`src/rtl/shift_seq_pkg.sv`:
```
// -----------------------------------------------------------------------------
// shift_seq_pkg
// Shared definitions for the shift-register sequencer:
//   state_t      - sequencer states (IDLE, LOAD, SHIFT, DONE)
//   FILL_*       - fill-source codes for the bit shifted into the LSB
//   fill_bit()   - selects the serial fill bit for a given fill code
// Optional feature macro used by the sequencer: SHIFT_SEQ_ABORT_EN.
// -----------------------------------------------------------------------------
package shift_seq_pkg;

  typedef enum logic [1:0] {
    IDLE  = 2'd0,
    LOAD  = 2'd1,
    SHIFT = 2'd2,
    DONE  = 2'd3
  } state_t;

  localparam logic [1:0] FILL_ZERO = 2'b00;
  localparam logic [1:0] FILL_ONE  = 2'b01;
  localparam logic [1:0] FILL_SI   = 2'b10;
  localparam logic [1:0] FILL_ROT  = 2'b11;

  // Serial fill bit for the selected fill mode. ROT feeds back the MSB so
  // WIDTH shifts reproduce the original register value.
  function automatic logic fill_bit(input logic [1:0] mode,
                                    input logic       si,
                                    input logic       q_msb);
    logic b;
    case (mode)
      FILL_ZERO: b = 1'b0;
      FILL_ONE:  b = 1'b1;
      FILL_SI:   b = si;
      default:   b = q_msb;
    endcase
    return b;
  endfunction

endpackage

```
`src/rtl/shift_seq_cnt.sv`:
```
// -----------------------------------------------------------------------------
// shift_seq_cnt
// Loadable saturating down-counter holding the remaining shift count.
// Ports:
//   clk, rst_n  - clock, asynchronous active-low reset
//   clr         - force value to 0 (highest priority)
//   load        - load load_val
//   load_val    - value to load
//   dec         - decrement by one; holds at 0 instead of wrapping
//   value       - current count
//   zero        - value == 0
// -----------------------------------------------------------------------------
module shift_seq_cnt
  import shift_seq_pkg::*;
#(
  parameter int CNT_W = 5
) (
  input  logic             clk,
  input  logic             rst_n,
  input  logic             clr,
  input  logic             load,
  input  logic [CNT_W-1:0] load_val,
  input  logic             dec,
  output logic [CNT_W-1:0] value,
  output logic             zero
);

  logic [CNT_W-1:0] value_reg;
  logic [CNT_W-1:0] value_next;

  assign zero  = (value_reg == '0);
  assign value = value_reg;

  always_comb begin
    value_next = value_reg;
    if (clr) begin
      value_next = '0;
    end else if (load) begin
      value_next = load_val;
    end else if (dec && !zero) begin
      value_next = value_reg - CNT_W'(1);
    end
  end

  always_ff @(posedge clk or negedge rst_n) begin
    if (!rst_n) begin
      value_reg <= '0;
    end else begin
      value_reg <= value_next;
    end
  end

endmodule

```
`src/rtl/shift_seq_ctrl.sv`:
```
// -----------------------------------------------------------------------------
// shift_seq_ctrl
// Sequencer for a WIDTH-bit left-shift register: optional parallel load cycle
// followed by N single-bit left shifts with a selectable fill bit.
// start/busy/done handshake; start is only accepted in IDLE.
// Ports:
//   clk, rst_n       - clock, asynchronous active-low reset
//   start            - request pulse (sampled in IDLE only)
//   load_en          - perform a load cycle before shifting (sampled with start)
//   count            - number of shifts, clamped to WIDTH (sampled with start)
//   fill             - fill source code, see shift_seq_pkg (sampled with start)
//   si               - external serial bit (fill = FILL_SI)
//   q_msb            - register MSB feedback (fill = FILL_ROT)
//   reg_we           - register write enable
//   reg_sl           - 1 = shift, 0 = parallel load
//   reg_slin         - serial fill bit, 0 outside SHIFT
//   busy             - high in LOAD and SHIFT
//   done             - one-cycle completion pulse
//   remain           - shifts still to perform
// Optional (macro SHIFT_SEQ_ABORT_EN):
//   abort            - in LOAD/SHIFT, jump to DONE without further writes
//   aborted          - asserted together with done after an abort
// -----------------------------------------------------------------------------
module shift_seq_ctrl
  import shift_seq_pkg::*;
#(
  parameter int WIDTH = 16,
  parameter int CNT_W = 5
) (
  input  logic             clk,
  input  logic             rst_n,
  input  logic             start,
  input  logic             load_en,
  input  logic [CNT_W-1:0] count,
  input  logic [1:0]       fill,
  input  logic             si,
  input  logic             q_msb,
`ifdef SHIFT_SEQ_ABORT_EN
  input  logic             abort,
`endif
  output logic             reg_we,
  output logic             reg_sl,
  output logic             reg_slin,
  output logic             busy,
  output logic             done,
  output logic [CNT_W-1:0] remain
`ifdef SHIFT_SEQ_ABORT_EN
  ,
  output logic             aborted
`endif
);

  localparam logic [CNT_W-1:0] MAX_CNT = CNT_W'(WIDTH);

  state_t           state_reg;
  state_t           state_next;
  logic [1:0]       fill_reg;
  logic [1:0]       fill_next;
  logic [CNT_W-1:0] cnt_clamped;
  logic             cnt_load;
  logic             cnt_dec;
  logic             cnt_clr;
  logic             cnt_zero;
  logic [CNT_W-1:0] cnt_value;
  logic             abort_hit;

`ifdef SHIFT_SEQ_ABORT_EN
  logic aborted_reg;
  assign abort_hit = abort;
`else
  assign abort_hit = 1'b0;
`endif

  assign cnt_clamped = (count > MAX_CNT) ? MAX_CNT : count;

  // The counter is loaded on the start cycle so remain already shows the
  // clamped count in the first LOAD/SHIFT cycle, and it is cleared in DONE
  // (and on abort) so it reads 0 in DONE and IDLE.
  shift_seq_cnt #(
    .CNT_W (CNT_W)
  ) u_cnt (
    .clk      (clk),
    .rst_n    (rst_n),
    .clr      (cnt_clr),
    .load     (cnt_load),
    .load_val (cnt_clamped),
    .dec      (cnt_dec),
    .value    (cnt_value),
    .zero     (cnt_zero)
  );

  // Next-state and counter control
  always_comb begin
    state_next = state_reg;
    fill_next  = fill_reg;
    cnt_load   = 1'b0;
    cnt_dec    = 1'b0;
    cnt_clr    = 1'b0;
    case (state_reg)
      IDLE: begin
        if (start) begin
          fill_next = fill;
          cnt_load  = 1'b1;
          if (load_en) begin
            state_next = LOAD;
          end else if (cnt_clamped != '0) begin
            state_next = SHIFT;
          end else begin
            state_next = DONE;
          end
        end
      end
      LOAD: begin
        if (abort_hit) begin
          state_next = DONE;
          cnt_clr    = 1'b1;
        end else if (cnt_zero) begin
          state_next = DONE;
        end else begin
          state_next = SHIFT;
        end
      end
      SHIFT: begin
        cnt_dec = 1'b1;
        if (abort_hit) begin
          state_next = DONE;
          cnt_clr    = 1'b1;
        end else if (cnt_value == CNT_W'(1)) begin
          // Last shift: the decrement lands on 0 as we enter DONE.
          state_next = DONE;
        end
      end
      DONE: begin
        state_next = IDLE;
        cnt_clr    = 1'b1;
      end
      default: begin
        state_next = IDLE;
      end
    endcase
  end

  always_ff @(posedge clk or negedge rst_n) begin
    if (!rst_n) begin
      state_reg <= IDLE;
      fill_reg  <= FILL_ZERO;
    end else begin
      state_reg <= state_next;
      fill_reg  <= fill_next;
    end
  end

`ifdef SHIFT_SEQ_ABORT_EN
  // Set only on the transition into DONE caused by an abort, so it is high
  // exactly in that DONE cycle.
  always_ff @(posedge clk or negedge rst_n) begin
    if (!rst_n) begin
      aborted_reg <= 1'b0;
    end else begin
      aborted_reg <= abort && ((state_reg == LOAD) || (state_reg == SHIFT));
    end
  end
  assign aborted = aborted_reg;
`endif

  // Moore outputs; reg_slin is the only combinational path from live inputs.
  always_comb begin
    reg_we   = 1'b0;
    reg_sl   = 1'b0;
    reg_slin = 1'b0;
    busy     = 1'b0;
    done     = 1'b0;
    case (state_reg)
      LOAD: begin
        reg_we = 1'b1;
        busy   = 1'b1;
      end
      SHIFT: begin
        reg_we   = 1'b1;
        reg_sl   = 1'b1;
        reg_slin = fill_bit(fill_reg, si, q_msb);
        busy     = 1'b1;
      end
      DONE: begin
        done = 1'b1;
      end
      default: begin
      end
    endcase
  end

  assign remain = cnt_value;

endmodule

```
`config.mk`:
```
export PLATFORM = sky130hd
export DESIGN_NAME = shift_seq_ctrl
export DESIGN_NICKNAME = d
export VERILOG_FILES = /design/src/rtl/shift_seq_pkg.sv /design/src/rtl/shift_seq_cnt.sv /design/src/rtl/shift_seq_ctrl.sv
export SDC_FILE = /design/constraint.sdc
export NUM_CORES = 1
export LEC_CHECK = 0
export CAP_MARGIN = 25
export CORE_ASPECT_RATIO = 1.1
export CORE_MARGIN = 2
export CORE_UTILIZATION = 38
export DETAILED_ROUTE_END_ITERATION = 7
export PLACE_DENSITY = 0.84
export SETUP_SLACK_MARGIN = 0.2
export SLEW_MARGIN = 15
export SYNTH_ARGS = -nofsm -noshare
export SYNTH_HDL_FRONTEND = slang
export SYNTH_SLANG_ARGS = --single-unit
```
`constraint.sdc`:
```
create_clock -name clk -period 1.5 [get_ports clk]
set_input_delay 0.3 -clock clk [delete_from_list [all_inputs] [get_ports clk]]
set_output_delay 0.3 -clock clk [all_outputs]
set_load 0.01 [all_outputs]
```
==> impl.org, run 1 <==
** Status
- The flow ran to the end, but the final reports show violations.
- Violations in the final reports :: setup timing

** Drt
- Once detail routing completed, the nets flagged for antenna violations numbered 0.
- Drt first-iter violations :: 11
- Total Routed Length :: 2040 microns
- Post-detailed-route DRC marker count :: 0
- Before antenna repair, the detailed router went through 4 iterations.
- After detailed routing, the number of vias per cell comes to 5.33.
- In the final routed layout, each cell accounts on average for 15.5 microns.
- DR vias :: 704

** Yosys
- Summing the sequential cell areas from Yosys gives 35.6% of the chip area.
- For this run, asynchronously set or reset flops after synthesis account for 100%.
- Yosys mapped a number of flops with a built-in enable equal to 0.
- The synthesized netlist occupies a cell area of 632 sq um.
- The synthesized design devotes to its leading area cell type 35.6% of total area.
- Number of library cell types mapped by synthesis :: 26
- Avg Synthesized Cell Area :: 9.72 sq um
- Top area cells in the synthesized netlist :: dfrtp_1 36%, ha_1 14%, a21oi_1 6.3%, mux2_2 5.3%, inv_1 4.2%
- Cell count after synthesis :: 65
- The synthesized design contains 9 register bits.
- Dominant register cell in the synthesized netlist :: dfrtp_1
- Ranked by instance count, the synthesized netlist is headed by 9 x dfrtp_1, 8 x a21oi_1, 7 x ha_1, 7 x inv_1, 4 x nand2_1.
- In the post-synthesis netlist, the cell with the most instances is dfrtp_1.
- Cell type contributing the most total cell area after synthesis :: dfrtp_1
- Yosys printed 0 warnings.
- Synthesized Nets :: 85

** Job
- Maximum capacitance violations :: 0

** Critical path
- Data required time of the critical path :: 1690 ps
- Sort of element at the start of the critical path :: register
- Crit. End Element :: register
- Path depth of the worst reg2reg path :: 6
- Type of the setup path with the least slack :: reg -> reg
- Arrival time worst endpoint :: 1790 ps
- Of all nets on the critical path, the largest fanout is 2.

** Pwr
- Static leakage :: 0.000560 uW
- IR analysis of the VDD net gives a maximum drop of 0.00148 V.
- Power density normalized to cell area :: 2280 nW/um^2

** Global routing
- The first global-routing pass estimated 3260 microns of wire.
- The via count of the first global-routing pass is 736.
- For this run the aggregate overflow at the end of global routing stands at 0.
- GRT Total Usage :: 23.0%
- Entering global routing, the biggest net connects 10 pins.
- Antenna violations before repair :: 0

** Clocking
- The tree built by TritonCTS fans out to 9 sinks.
- Clock buffers created by TritonCTS :: 3
- After clock tree synthesis, the clock-pin slew on the worst setup and hold paths is 70 ps.
- Post-CTS Hold Buffers :: 0
- Root buffer cell :: clkbuf_4
- Number of buffers on the longest clock path :: 2
- TritonCTS built the clock tree.
- For the worst-skew pair, the clock arrives at the later sink with an insertion delay of 280 ps.
- Maximum level of the CTS H-tree :: 1

** STA
- Setup Viol. Count Final :: 7
- Final period demand of the worst path :: 1600 ps
- WHS :: 333 ps
- Unrepaired setup endpoints after global routing :: yes
- Derived from the worst setup path, the maximum achievable clock frequency is 623 MHz.
- Dividing the final minimum period by the clock period gives 107%.
- Final Max Slew Viols :: 0
- Across the routed clock network, the largest skew measured is 4.02 ps.
- The worst pin sits at a relative slew slack of 70.2%.
- Endpoints failing hold :: 0
- Post-route setup slack :: -104 ps
- Slew @ Worst Pin :: 446 ps

** Final layout
- Cells with a size suffix above 1 make up 55.7% of the layout.
- Count of antenna diodes in the layout :: 0
- Number of flip-flops under the largest register name :: 5
- The net count of the finished layout is 136.
- Cells fill 78.4% of the core in the end.
- Area growth from synthesis to layout :: 93.3%
- The filler cells instantiated in the layout total 107.

** Die
- Core region area :: 1560 sq um
- Die width :: 42.9 microns
- The die is 46.8 microns tall.
- Total Die Area :: 2010 sq um
- I/O pin total :: 23
- The initialized floorplan defines 15 standard-cell rows.
- The initial utilization of the core area, before any placement, comes to 40.6%.

** Placed design
- Summed over all nets, the half-perimeter wirelength after detailed placement is 1390 microns.
- Port buffering added 22 buffers.
- At the end of routability-driven placement, the weighted congestion stood at 0.824.

** Min path
- Type of the most critical hold path :: in -> async
-- power by group --
part	switching, uW	leakage [uW]	internal [uW]
clock	103	0.0000177	99.0
combinational	904	0.000431	1220
sequential	97.3	0.000110	366
-- placed cells by master (no fill, tap or decap), types with 3 or more instances in the layout --
cell type and count:
buf_4 18, clkdlybuf4s50_1 12, buf_6 11, dfrtp_1 8, a21oi_1 7, inv_1 4, ha_4 4, inv_2 3
nand2_1 3, a211oi_2 3, clkbuf_4 3
-- stage by stage --
stage	TNS [ps]	total power (uW)	std cells	instance area, sq um	setup slack (ps)
global route	-935	2960	132	1220	-159
finish	-438	2780	132	1220	-104
floorplan	-47.0	1380	65	677	-47.0
detailed placement	-835	2100	118	1020	-379
global placement	-695	2040	118	1020	-381
CTS	-376	2630	132	1190	-103
-- metal layers --
metal	vias up	share of wire [%]	global-route usage [%]
li1	337	-	-
met1	334	41	25.8
met2	26	53	40.9
met3	7	4.0	2.69
met4	0	2.3	17.5
met5	-	0	0
-- worst max-delay path, cell delays in order, from the launching register on --
cell,delay (ps)
dfrtp_1,390
inv_2,90
ha_4,130
nor4b_4,230
nand2b_4,190
mux2_4,300
a211oi_2,180
-- timing repair --
item / in CTS / in global routing
setup endpoints to repair: 19 / 17
buffers inserted: 9 / 0
pin swaps: 8 / 1
gates resized for setup: 57 / 8
gates cloned: 1 / 0
-- worst paths after layout --
check                      slack (ps)                          to                  startpoint
min in group clk                  540     fill_reg[0]$_DFFE_PN0P_     fill_reg[0]$_DFFE_PN0P_
max                              -100  u_cnt.value[1]$_DFFE_PN0P_  u_cnt.value[1]$_DFFE_PN0P_
min                               330  u_cnt.value[2]$_DFFE_PN0P_                       rst_n
max reg2reg                      -100  u_cnt.value[1]$_DFFE_PN0P_  u_cnt.value[1]$_DFFE_PN0P_
min reg2reg                       540     fill_reg[0]$_DFFE_PN0P_     fill_reg[0]$_DFFE_PN0P_
max in group asynchronous         840  u_cnt.value[4]$_DFFE_PN0P_                       rst_n
-- cell type report --
class / instances / area [sq um] / area share (%)
Multi-Input combinational cell: 49 / 499 / 40.9
Timing Repair Buffer: 46 / 420 / 34.4
Sequential cell: 9 / 226 / 18.5
Inverter: 7 / 26.3 / 2.15
Clock buffer: 3 / 22.5 / 1.84
Tap cell: 17 / 21.3 / 1.74
Clock inverter: 1 / 5.00 / 0.410
-- cells by family after synthesis --
| family | after synthesis | synth area share (%) |
|---|---|---|
| compound gates | 16 | 15.8 |
| mux | 6 | 10.3 |
| xor+xnor | 1 | 1.39 |
| flops | 9 | 35.6 |
| fa+ha+maj | 7 | 13.9 |
| simple gates | 18 | 17.6 |
| buf+inv | 8 | 5.35 |
Note: power is estimated with default switching activity, not from simulation.
==> inputs of run 2 (changes only) <==
Settings changed: SKIP_CTS_REPAIR_TIMING set to 1.
==> impl.org, run 2 (synthesized netlist as in run 1, its figures left out) <==
** Clocking
- CTS placed an instance of clkbuf_4 at the clock tree root.
- Maximum level of the CTS H-tree :: 1 (unchanged)
- The number of buffers between clock root and the deepest sink was 2 (unchanged).
- The clock-pin slew on the worst setup and hold paths was 70 ps (about the same).
- TritonCTS built the clock tree.
- Worst-Skew Late Latency :: 270 ps (about the same)
- Clock buffers created by TritonCTS :: 3 (unchanged)
- Clock sink count :: 9 (unchanged)

** STA
- The number of pins with negative max-slew slack in the final report came to 0 (unchanged).
- Share of the clock period used by the worst path after layout :: 106% (-0.68 points)
- The total of endpoints with negative setup slack in the final report is 7 (unchanged).
- Worst clock skew on the final layout :: 4.97 ps (+0.953 ps)
- The worst max-slew margin expressed relative to the limit is 73.3% (+3.0 points).
- The least setup slack across all paths after layout came to -93.8 ps (+10.1 ps).
- Setup_tns :: -403 ps (+34.8 ps)
- The fmax was 627 MHz (+0.64%).
- Setup repair after global routing could not meet its margin everywhere.
- The transition time of the tightest slew-check pin was 400 ps (-45.6 ps).
- Final period demand of the worst path :: 1590 ps (-10.1 ps)
- Endpoints failing hold :: 0 (unchanged)

** Min path
- Type of the most critical hold path :: in -> async

** Final layout
- Relative to the synthesized area, the layout overhead comes to 91.3%.
- Leading cell types in the layout, fill and taps excluded :: 15 x buf_4, 12 x clkdlybuf4s50_1, 9 x buf_6, 7 x a21oi_1, 7 x dfrtp_1
- The fraction of the core area covered by cells at the end of the flow was 77.6% (-0.80 points).
- Count of antenna diodes in the layout :: 0 (unchanged)
- Number of flip-flops under the largest register name :: 5 (unchanged)
- Number of cells in the finished layout apart from fillers :: 128 (-3.0%)
- The layout net count came to 132 (-2.9%).
- The layout cell share with drive strength beyond 1 was 53.2% (-2.5 points).
- Leading cell type in the layout, fill and taps excluded :: buf_4

** Pwr
- Cell Int Power :: 1660 uW (-1.2%)
- Worst IR Drop VDD :: 0.00146 V (-1.3%)
- The combinational share of power was 75.6% (-0.5 points).
- Sequential group share of total power :: 17.3% (+0.7 points)
- The power density relative to cell area came to 2290 nW/um^2 (+0.24%).
- Fraction of power spent switching nets :: 39.9% (+0.28 points)
- Static leakage :: 0.000597 uW (+6.7%)
- The switching power of the nets was 1100 uW (about the same).
- Clock network power share :: 7.2% (about the same)

** Job
- Maximum capacitance violations :: 0 (unchanged)

** Drt
- The routed length per placed instance came to 16.2 microns (+4.5%).
- The via-per-instance ratio is 5.42 (+1.7%).
- The detailed router's first-iteration violation count is 13 (+2).
- DRT antenna net count :: 0 (unchanged)
- DR vias :: 694 (-1.4%)
- The DRC violation count after routing is 0 (unchanged).
- The total wire length after detailed routing was 2070 microns (+1.3%).
- The count of TritonRoute iterations in the first routing pass is 5 (+1).

** Critical path
- Crit. End Element :: register
- Type of the setup path with the least slack :: reg -> reg
- The endpoint arrival time on the critical path was 1780 ps (about the same).
- Sort of element at the start of the critical path :: register
- Data required time of the critical path :: 1680 ps (about the same)
- Critical-path maximum fanout :: 2 (unchanged)
- The logic depth of the worst register-to-register path was 5 (-1).

** Global routing
- The first-pass GRT wire length is 2820 microns (-14%).
- Antenna violations before repair :: 0 (unchanged)
- GRT Total Usage :: 19.5% (-3.5 points)
- Total gr overflow :: 0 (unchanged)
- The maximum number of pins on one net before global-route repair was 11 (+1).
- The via count of the first global-routing pass is 671 (-8.8%).

** Die
- The chip width is 42.9 microns (unchanged).
- The top-level port count is 23 (unchanged).
- The initial cell density of the core came to 40.6% (unchanged).
- Std-Cell Rows :: 15 (unchanged)
- Height of the chip :: 46.8 microns (unchanged)
- The area of the core was 1560 sq um (unchanged).
- Total Die Area :: 2010 sq um (unchanged)

** Placed design
- The number of buffers inserted by port buffering came to 22 (unchanged).
- The post-DP HPWL came to 1390 microns (unchanged).
- The global placer's final weighted congestion was 0.824 (unchanged).
- DP Cell Count :: 118 (unchanged)
- The minimum setup slack after placement is -379 ps (unchanged).

** Status
- Violations in the final reports :: setup timing
- Result of the run :: complete, but fails checks
-- run 2: changes by cell type in the layout (fill, tap and decap cells not counted), sizes merged --
cell,before,now
buf,31,25
clkdlybuf4s15,2,0
dlygate4sd2,1,0
dlymetal6s2s,0,5
-- run 2: power by group through the flow --
stage | clock (uW) | sequential [uW] | combinational (uW)
final | 198 | 477 | 2090
after global placement | 0 | 468 | 1570
after floorplan | 0 | 504 | 874
after detailed placement | 0 | 479 | 1620
after global routing | 214 | 496 | 2220
after CTS | 193 | 473 | 1640
-- run 2: worst max-delay path, stage by stage (launching register included) --
cell      delay, ps
dfrtp_1         380
buf_4           150
nor4b_4         310
nand2b_4        190
mux2_4          300
a211oi_2        180
-- run 2: final timing paths --
path,startpoint,to,slack [ps]
worst min-delay path,rst_n,u_cnt.value[2]$_DFFE_PN0P_,320
min in group clk,fill_reg[0]$_DFFE_PN0P_,fill_reg[0]$_DFFE_PN0P_,530
worst max register to register,u_cnt.value[2]$_DFFE_PN0P_,u_cnt.value[1]$_DFFE_PN0P_,-90
max in group asynchronous,rst_n,u_cnt.value[3]$_DFFE_PN0P_,870
worst min register to register,fill_reg[0]$_DFFE_PN0P_,fill_reg[0]$_DFFE_PN0P_,530
worst max-delay path,u_cnt.value[2]$_DFFE_PN0P_,u_cnt.value[1]$_DFFE_PN0P_,-90
-- run 2: per-stage QoR --
| stage | hold slack (ps) | total power [uW] | instance area, sq um |
|---|---|---|---|
| after CTS | 356 | 2300 | 1050 |
| after detailed placement | 509 | 2100 | 1020 |
| after floorplan | 4.41 | 1380 | 677 |
| after global placement | 507 | 2040 | 1020 |
| after global routing | 360 | 2930 | 1210 |
| final | 317 | 2760 | 1210 |
-- run 2: layout make-up --
type / count / area [sq um]
clock inverter: 1 / 5.00
multi-input combinational: 49 / 504
fill: 109 / 349
sequential: 9 / 228
inverter: 7 / 26.3
timing repair buffer: 42 / 402
tap: 17 / 21.3
clock buffer: 3 / 22.5
-- run 2: layer usage --
layer / vias to the layer above / global-route usage, % / share of wire (%)
met1: 325 / 22.0 / 37
li1: 327 / - / -
met5: - / 0 / 0
met4: 0 / 11.9 / 4.1
met2: 32 / 35.5 / 53
met3: 10 / 3.08 / 5.7
==> inputs of run 3 (changes only) <==
Settings changed: CORE_MARGIN 2 to 8.
==> impl.org, run 3 (synthesized netlist as in run 1, its figures left out) <==
** Min path
- The path class of the tightest hold or removal check is in -> async.

** Global routing
- The initial antenna violation count came to 0 (unchanged).
- The global-route usage over all layers was 11.8% (-7.7 points).
- The met3 usage in global routing is 3.27% (+0.20 points).
- Total gr overflow :: 0 (unchanged)
- The fraction of met2 tracks used by global routing was 19.6% (-16 points).
- The via count of the first global-routing pass came to 660 (-1.6%).
- M1 GR Usage :: 12.5% (-9.5 points)
- The first-pass GRT wire length is 2770 microns (-1.7%).
- The maximum number of pins on one net before global-route repair came to 11 (unchanged).
- GRT busiest layer :: met2

** Critical path
- Slowest cell on the critical path :: dfrtp_1
- Source of the worst register-to-register timing path :: u_cnt.value[0]$_DFFE_PN0P_
- Traced cell by cell, the critical path runs through inv_2, ha_4, nor4b_4, nand2b_4, mux2_4, a211oi_2.
- The delay of the slowest critical-path stage came to 400 ps (+20 ps).
- The worst setup path is captured at a register.
- Arrival time worst endpoint :: 1780 ps (about the same)
- Type of the setup path with the least slack :: reg -> reg
- The required time at the endpoint of the critical path is 1680 ps (about the same).
- Sort of element at the start of the critical path :: register
- The largest driver fanout on the critical path is 2 (unchanged).
- Tracing the worst setup path back leads to its startpoint at u_cnt.value[0]$_DFFE_PN0P_.

** Placed design
- Final estimated routing congestion in global placement :: 0.840 (+1.9%)
- The area of placed instances is 1060 sq um (+3.7%).
- The number of buffers inserted by port buffering was 22 (unchanged).
- Worst slack, placed :: -425 ps (-45.7 ps)
- The post-DP HPWL came to 1470 microns (+6.2%).

** STA
- The worst hold slack across all endpoints is 322 ps (+4.61 ps).
- The total of endpoints with negative setup slack in the final report came to 7 (unchanged).
- The final hold violation count was 0 (unchanged).
- Share of the clock period used by the worst path after layout :: 107% (+0.30 points)
- The clock tree skew after final layout is 17.1 ps (+12.1 ps).
- The transition time of the tightest slew-check pin came to 428 ps (+27.8 ps).
- Worst slew margin relative to its limit :: 71.4% (-1.9 points)
- Final Max Slew Viols :: 0 (unchanged)
- Post-route setup slack :: -98.2 ps (-4.44 ps)
- Max frequency :: 626 MHz (-0.28%)
- Setup_tns :: -407 ps (-3.78 ps)
- The time the final worst path needs with I/O delays and setup was 1600 ps (+4.44 ps).
- Setup repair after global routing could not meet its margin everywhere.

** Status
- Result of the run :: complete, but fails checks
- The final reports fail on setup timing.

** Final layout
- Leading cell types in the layout, fill and taps excluded :: 18 x buf_4, 12 x clkdlybuf4s50_1, 9 x buf_6, 8 x dfrtp_1, 7 x a21oi_1
- From synthesis to final layout, the design area changed by 94.5%.
- Count of antenna diodes in the layout :: 0 (unchanged)
- Number of flip-flops under the largest register name :: 5 (unchanged)
- The post-route standard cell area excluding fillers was 1230 sq um (+1.7%).
- Leaving out fill and tap cells, the most frequent cell in the layout is buf_4.
- The layout cell share with drive strength beyond 1 was 50.4% (-2.7 points).
- The layout net count came to 138 (+4.5%).

** Die
- Core region area :: 1560 sq um (unchanged)
- The initial cell density of the core is 40.6% (unchanged).
- The die footprint is 3230 sq um (+61%).
- The overall die height is 58.8 microns (+26%).
- The total number of placement rows is 15 (unchanged).
- The chip width was 54.9 microns (+28%).
- I/O pin total :: 23 (unchanged)

** Pwr
- Worst IR Drop VDD :: 0.00153 V (+4.9%)
- The static leakage power was 0.000634 uW (+6.2%).
- Total power of the final layout :: 2800 uW (+1.5%)
- The power density relative to cell area is 2280 nW/um^2 (-0.13%).

** Clocking
- The total number of H-tree levels is 1 (unchanged).
- The clock-pin slew on the worst setup and hold paths is 70 ps (about the same).
- The number of buffers between clock root and the deepest sink is 2 (unchanged).
- The root buffer cell chosen for the clock tree is clkbuf_4.
- Clock sink count :: 9 (unchanged)
- TritonCTS built the clock tree.
- The clock latency on the worst-skew pair is 280 ps (about the same).
- The number of buffers added by the clock tree synthesis step is 3 (unchanged).

** Drt
- DRT antenna net count :: 0 (unchanged)
- Post-detailed-route DRC marker count :: 0 (unchanged)
- Drt first pass iters :: 4 (-1)
- Routed WL per cell :: 17.0 microns (+5.4%)
- Via density :: 5.25 (-3.2%)
- The total wire length after detailed routing is 2280 microns (+10%).
- Drt first-iter violations :: 6 (-7)
- DR vias :: 703 (+1.3%)

** Job
- The number of max-cap violations was 0 (unchanged).
==> run 3: changes by cell type in the layout (fill, tap and decap cells not counted), sizes merged <==
| cell | previous run | this run |
|---|---|---|
| buf | 25 | 27 |
| clkbuf | 3 | 7 |
==> run 3: worst max-delay path, delay by kind of cell (launching register included) <==
family,cells,cell delay (ps)
buffers and inverters,1,90
adder cells (fa/ha/maj),1,130
AND/OR/NAND/NOR,2,420
flip-flops,1,400
AO/OA/AOI/OAI,1,170
multiplexers,1,310
==> run 3: through the flow <==
stage | instances | util (%)
2_1_floorplan | 65 | -
6_report | 134 | 78.9
3_5_place_dp | 123 | 68.1
4_1_cts | 127 | 69.9
3_3_place_gp | 123 | 68.1
5_1_grt | 134 | 78.9
==> run 3: report_power, final <==
| part | internal [uW] | switching, uW |
|---|---|---|
| sequential | 366 | 103 |
| combinational | 1230 | 914 |
| clock | 98.5 | 96.1 |
==> run 3: final cells by class <==
| type | instances | area, sq um |
|---|---|---|
| clock buffer | 3 | 22.5 |
| clock inverter | 1 | 5.00 |
| fill | 105 | 329 |
| inverter | 7 | 26.3 |
| multi-input combinational | 49 | 488 |
| sequential | 9 | 226 |
| tap | 17 | 21.3 |
| timing repair buffer | 48 | 439 |
==> run 3: routing by layer <==
metal	part of all wire (%)	vias up
met5	0	-
met3	3.6	7
li1	-	343
met4	2.2	0
met1	39	331
met2	55	22
==> run 3: final timing paths <==
path	to	slack, ps	cells after the start
max in group asynchronous	u_cnt.value[3]$_DFFE_PN0P_	840	1
hold reg to reg	fill_reg[1]$_DFFE_PN0P_	540	1
setup / recovery	u_cnt.value[1]$_DFFE_PN0P_	-100	6
hold / removal	u_cnt.value[4]$_DFFE_PN0P_	320	1
min in group clk	fill_reg[1]$_DFFE_PN0P_	540	1
setup reg to reg	u_cnt.value[1]$_DFFE_PN0P_	-100	6
